### src/rtl/fusion_ctrl_pkg.sv
// Shared types and precision helpers for the fusion column controller.
// Precision codes are one-hot: bit k set means 2**k bits per element.
package fusion_ctrl_pkg;

    typedef enum logic [2:0] {
        IDLE,
        LOAD_W,
        COMPUTE,
        DRAIN,
        DONE
    } state_t;

    localparam logic [3:0] W1 = 4'b0001;
    localparam logic [3:0] W2 = 4'b0010;
    localparam logic [3:0] W4 = 4'b0100;
    localparam logic [3:0] W8 = 4'b1000;

    function automatic logic is_legal_width(input logic [3:0] w);
        return (w == W1) || (w == W2) || (w == W4) || (w == W8);
    endfunction

endpackage

### src/rtl/fusion_column_ctrl_valid_pipe.sv
// Tag shift register that follows each issued vector down the column.
// Advances every cycle; the tail lines up with the column's psum output.
module fusion_valid_pipe
    import fusion_ctrl_pkg::*;
#(
    parameter int DEPTH = 8
) (
    input  logic clk,
    input  logic rst_n,
    input  logic in_valid,
    input  logic in_last,
    output logic out_valid,
    output logic out_last,
    output logic empty
);

    logic [DEPTH-1:0] vld_q;
    logic [DEPTH-1:0] vld_d;
    logic [DEPTH-1:0] lst_q;
    logic [DEPTH-1:0] lst_d;

    always_comb begin
        vld_d = {vld_q[DEPTH-2:0], in_valid};
        lst_d = {lst_q[DEPTH-2:0], in_valid & in_last};
    end

    always_ff @(posedge clk) begin
        if (!rst_n) begin
            vld_q <= '0;
            lst_q <= '0;
        end else begin
            vld_q <= vld_d;
            lst_q <= lst_d;
        end
    end

    assign out_valid = vld_q[DEPTH-1];
    assign out_last  = lst_q[DEPTH-1];

    // Nothing remains once the current tail leaves this cycle.
    assign empty = ~|vld_q[DEPTH-2:0];

endmodule

### src/rtl/fusion_column_ctrl.sv
// Job sequencer for one column of chained fusion units: weight load,
// activation streaming with stalls, and output-valid tagging.
module fusion_column_ctrl
    import fusion_ctrl_pkg::*;
#(
    parameter int ROWS      = 8,
    parameter int VEC_CNT_W = 16,
    parameter int ROW_IDX_W = $clog2(ROWS)
) (
    input  logic                 clk,
    input  logic                 rst_n,
    input  logic                 cfg_valid,
    output logic                 cfg_ready,
    input  logic [3:0]           cfg_in_width,
    input  logic [3:0]           cfg_weight_width,
    input  logic                 cfg_s_in,
    input  logic                 cfg_s_weight,
    input  logic [VEC_CNT_W-1:0] cfg_num_vec,
    output logic                 cfg_err,
    input  logic                 w_ready,
    output logic                 w_load_en,
    output logic [ROW_IDX_W-1:0] w_load_row,
    input  logic                 act_ready,
    output logic                 act_rd,
    output logic [3:0]           arr_in_width,
    output logic [3:0]           arr_weight_width,
    output logic                 arr_s_in,
    output logic                 arr_s_weight,
    output logic                 psum_clear,
    output logic                 out_valid,
    output logic                 out_last,
    output logic                 busy,
    output logic                 done
);

    localparam logic [ROW_IDX_W-1:0] LAST_ROW = ROW_IDX_W'(ROWS - 1);

    state_t               state_q;
    state_t               state_d;
    logic [ROW_IDX_W-1:0] row_cnt_q;
    logic [ROW_IDX_W-1:0] row_cnt_d;
    logic [VEC_CNT_W-1:0] vec_cnt_q;
    logic [VEC_CNT_W-1:0] vec_cnt_d;
    logic [VEC_CNT_W-1:0] num_vec_q;
    logic [VEC_CNT_W-1:0] num_vec_d;
    logic [3:0]           in_width_q;
    logic [3:0]           in_width_d;
    logic [3:0]           wt_width_q;
    logic [3:0]           wt_width_d;
    logic                 s_in_q;
    logic                 s_in_d;
    logic                 s_wt_q;
    logic                 s_wt_d;
    logic                 cfg_err_q;
    logic                 cfg_err_d;

    logic                 cfg_legal;
    logic                 load_c;
    logic                 issue_c;
    logic                 last_c;
    logic                 pipe_empty;

    assign cfg_legal = is_legal_width(cfg_in_width)
                     & is_legal_width(cfg_weight_width);

    always_comb begin
        state_d    = state_q;
        row_cnt_d  = row_cnt_q;
        vec_cnt_d  = vec_cnt_q;
        num_vec_d  = num_vec_q;
        in_width_d = in_width_q;
        wt_width_d = wt_width_q;
        s_in_d     = s_in_q;
        s_wt_d     = s_wt_q;
        cfg_err_d  = 1'b0;
        load_c     = 1'b0;
        issue_c    = 1'b0;
        last_c     = 1'b0;
        unique case (state_q)
            IDLE: begin
                if (cfg_valid && cfg_legal) begin
                    in_width_d = cfg_in_width;
                    wt_width_d = cfg_weight_width;
                    s_in_d     = cfg_s_in;
                    s_wt_d     = cfg_s_weight;
                    num_vec_d  = cfg_num_vec;
                    row_cnt_d  = '0;
                    vec_cnt_d  = '0;
                    state_d    = (cfg_num_vec == '0) ? DONE : LOAD_W;
                end else if (cfg_valid) begin
                    cfg_err_d = 1'b1;
                end
            end
            LOAD_W: begin
                if (w_ready) begin
                    load_c = 1'b1;
                    if (row_cnt_q == LAST_ROW) begin
                        row_cnt_d = '0;
                        state_d   = COMPUTE;
                    end else begin
                        row_cnt_d = row_cnt_q + 1'b1;
                    end
                end
            end
            COMPUTE: begin
                if (act_ready) begin
                    issue_c   = 1'b1;
                    vec_cnt_d = vec_cnt_q + 1'b1;
                    // Final vector of the job closes the issue window.
                    if (vec_cnt_q == num_vec_q - VEC_CNT_W'(1)) begin
                        last_c  = 1'b1;
                        state_d = DRAIN;
                    end
                end
            end
            DRAIN: begin
                if (pipe_empty) begin
                    state_d = DONE;
                end
            end
            DONE: begin
                state_d = IDLE;
            end
            default: begin
                state_d = IDLE;
            end
        endcase
    end

    always_ff @(posedge clk) begin
        if (!rst_n) begin
            state_q    <= IDLE;
            row_cnt_q  <= '0;
            vec_cnt_q  <= '0;
            num_vec_q  <= '0;
            in_width_q <= W8;
            wt_width_q <= W8;
            s_in_q     <= 1'b0;
            s_wt_q     <= 1'b0;
            cfg_err_q  <= 1'b0;
        end else begin
            state_q    <= state_d;
            row_cnt_q  <= row_cnt_d;
            vec_cnt_q  <= vec_cnt_d;
            num_vec_q  <= num_vec_d;
            in_width_q <= in_width_d;
            wt_width_q <= wt_width_d;
            s_in_q     <= s_in_d;
            s_wt_q     <= s_wt_d;
            cfg_err_q  <= cfg_err_d;
        end
    end

    fusion_valid_pipe #(
        .DEPTH(ROWS)
    ) u_valid_pipe (
        .clk      (clk),
        .rst_n    (rst_n),
        .in_valid (issue_c),
        .in_last  (last_c),
        .out_valid(out_valid),
        .out_last (out_last),
        .empty    (pipe_empty)
    );

    assign cfg_ready        = (state_q == IDLE);
    assign busy             = (state_q != IDLE);
    assign done             = (state_q == DONE);
    assign cfg_err          = cfg_err_q;
    assign w_load_en        = load_c;
    assign w_load_row       = row_cnt_q;
    assign act_rd           = issue_c;
    assign psum_clear       = ~issue_c;
    assign arr_in_width     = in_width_q;
    assign arr_weight_width = wt_width_q;
    assign arr_s_in         = s_in_q;
    assign arr_s_weight     = s_wt_q;

endmodule

### config.mk
export PLATFORM = sky130hd
export DESIGN_NAME = fusion_column_ctrl
export DESIGN_NICKNAME = d
export VERILOG_FILES = /design/src/rtl/fusion_ctrl_pkg.sv /design/src/rtl/fusion_column_ctrl_valid_pipe.sv /design/src/rtl/fusion_column_ctrl.sv
export SDC_FILE = /design/constraint.sdc
export NUM_CORES = 1
export LEC_CHECK = 0
export CAP_MARGIN = 20
export CORE_UTILIZATION = 35
export CTS_CLUSTER_DIAMETER = 50
export DETAILED_ROUTE_END_ITERATION = 16
export MAX_ROUTING_LAYER = met4
export PLACE_DENSITY_LB_ADDON = 0.08
export SYNTH_ARGS = -nofsm -noshare
export SYNTH_HDL_FRONTEND = slang
export SYNTH_SLANG_ARGS = --single-unit
### constraint.sdc
create_clock -name clk -period 6.8 [get_ports clk]
set_clock_uncertainty 0.05 [all_clocks]
set_input_delay 1.02 -clock clk [delete_from_list [all_inputs] [get_ports clk]]
set_output_delay 1.02 -clock clk [all_outputs]
set_load 0.05 [all_outputs]
==> metrics <==
outcome finished, final reports clean; Main synth FF type dfxtp_1; CTS resizes 0; HPWL Detailed 5.16 mm; Root Driver clkbuf_8; Fmax between 0.2 and 0.3 GHz; Die X between 90 and 100 µm; Syn Area/Cell ~9 µm²; largest net degree at the start of global routing 35; post-DR vias/cell 5.06; drt wl/cell about 14 µm; core area about 8400 µm²; critical path's slowest cell clkdlybuf4s50_1; Vias ~2.5k; diode count 0; Synthesized Nets between 300 and 400; endpoints failing setup 0; clock buffer depth 2; nets 423; mapped cell area slightly above 3000 µm²; Synth async-reset ratio 0%; EDFF count, synth 0; # rows 33; fin cells about 500; IO Port Bufs 52; most frequent cells in the layout 65 x dfxtp_1, 52 x clkdlybuf4s50_1, 51 x nor2_1; hold crit path type flop to flop; CP Capture Type primary output; # clock sinks 65; slew margin rel. between 30% and 40%; share of cells above drive strength 1 roughly 7.4%; Clock Latency Late Sink 0.35 ns; RSZ-0062 raised after global routing false; Setup crit start kind input pin; DR DRC count 0; pre-CTS setup slack approximately 3.0 ns; first-pass GRT wire length approximately 12 mm; CTS tree done; worst-path maximum fanout 6; Hold Slack a little under 0.4 ns; number of global-route vias before repair approximately 2.3k; die height around 96 µm; setup ws final 3.03 ns; CTS Hold Bufs 0; commonest non-fill, non-tap cell in the layout dfxtp_1; top cell family by delay on the critical path buffers and inverters; Finished Core Util 46.9%; Tcrit/Tclk final approximately 55%; Setup TNS 0 ns; initial antenna violation count 0; Pins Over Slew Limit 0; drt total wl roughly 7.0 mm; post-synthesis register bit count 65; Antenna Nets Post-Route 0; top cell type's share of synthesized area about 42%; Clock Pin Slew Worst Setup and Hold Paths about 0.08 ns; Setup CP Type input pin to primary output; Tmin final roughly 3.8 ns; H-tree Lvls 3; critical path's largest stage delay 0.82 ns; Max Cap Viol 0; Placement Cell Area 3690 µm²; CP arrival between 2 and 3 ns; top cell type by total area after synthesis dfxtp_1; most used cell, CP clkdlybuf4s50_1; Hold Fails Final Rpt 0; all-layer global routing usage about 17%; Tightest Pin Transition between 0.9 and 1 ns; Max VDD drop about 120 µV; power density cells between 200 and 250 nW/µm²; Post-CTS Setup Repair Bufs 0; Synth warnings 0; drt initial violations 97; crit-path cells clkdlybuf4s50_1 > nand3_1 > inv_1 > clkdlybuf4s50_1; die area between 9000 and 10000 µm²; placed cells between 400 and 500; First-pass DRT Iterations 4; cells after synthesis approximately 340; sequential fraction of the synthesis area a little over two fifths; Overall Power between 800 and 900 µW; synth top area cells dfxtp_1 42%, mux2i_1 9.1%, xnor2_1 6.8%; Ports 53; Synth cell types just over 50; leakage around 1.6 nW; initial core utilization about 37%; Critical Path RT about 5.7 ns; GP Congestion roughly 0.81; CTS Buf Count 9; Finished Cell Area 3940 µm²; gr ovfl total 0; Synth-to-Final Area Change 27.4%; worst path bufs/invs 3
-- synth_stat cells (all sizes together), types with 2 or more instances --
master	instances
dfxtp	65
nor2	51
mux2i	28
xnor2	24
nand2	19
and2	14
nand3	13
nor4	13
xor2	13
nor3	10
a21oi	9
clkbuf	9
inv	8
buf	6
nand4	6
nor3b	6
and3	4
ha	4
o22ai	4
nor4b	3
a211oi	2
o21ai	2
or2	2
or3	2
or4	2
-- final timing paths --
kind / start / to / slack, ns / depth (start not counted)
worst min-delay path: u_valid_pipe.lst_q[6] / u_valid_pipe.lst_q[7] / 0.39 / 1
worst max-delay path: act_ready / act_rd / 3.03 / 4
worst max register to register: state_q[1] / vec_cnt_q[15] / 4.22 / 5
worst min register to register: u_valid_pipe.lst_q[6] / u_valid_pipe.lst_q[7] / 0.39 / 1
-- layer usage --
| layer | wire (µm) | up-vias | part of all wire, % | track usage (%) |
|---|---|---|---|---|
| li1 | - | 1283 | - | - |
| met1 | 3340 | 1183 | 48 | 21.0 |
| met2 | 3300 | 45 | 47 | 28.2 |
| met3 | 264 | 8 | 3.8 | 4.58 |
| met4 | 83 | 0 | 1.2 | 5.60 |
| met5 | 0 | - | 0 | - |
-- flip-flops by register name, indices dropped and copies added (netlist names), 3 cells and up --
register and count:
num_vec_q 16, state_q 3, w_load_row 3, u_valid_pipe.lst_q 8
arr_in_width 4, vec_cnt_q 16, u_valid_pipe.vld_q 8, arr_weight_width 4
-- worst reg2reg max path: stages (launching register included) --
cell and delay [ns]:
dfxtp_1 0.44, or3_1 0.49, o31a_1 0.54, nor3_1 0.46
nand3_1 0.20, mux2_2 0.30
-- power breakdown --
part	internal [mW]	switching, mW
Combinational	0.0452	0.0499
Clock	0.247	0.161
Sequential	0.385	0.00603
Total	0.678	0.217
-- layout make-up --
| cell class | count | area [µm²] |
|---|---|---|
| clock buffers | 9 | 124 |
| fillers | 830 | 4450 |
| inverters | 9 | 33.8 |
| clock inverters | 7 | 125 |
| well taps | 105 | 131 |
| repair buffers | 54 | 536 |
| flip-flops and latches | 65 | 1300 |
| multi-input cells | 249 | 1680 |
-- cell families after synthesis --
kind of cell	count (synthesis)	share of synthesized area [%]
AO/OA/AOI/OAI	28	6.48
multiplexers	29	9.44
flip-flops	65	42.1
buffers and inverters	24	3.36
XOR/XNOR	37	10.5
adder cells (fa/ha/maj)	4	1.62
AND/OR/NAND/NOR	151	26.5
No activity file was read; power rests on OpenSTA's default activity.
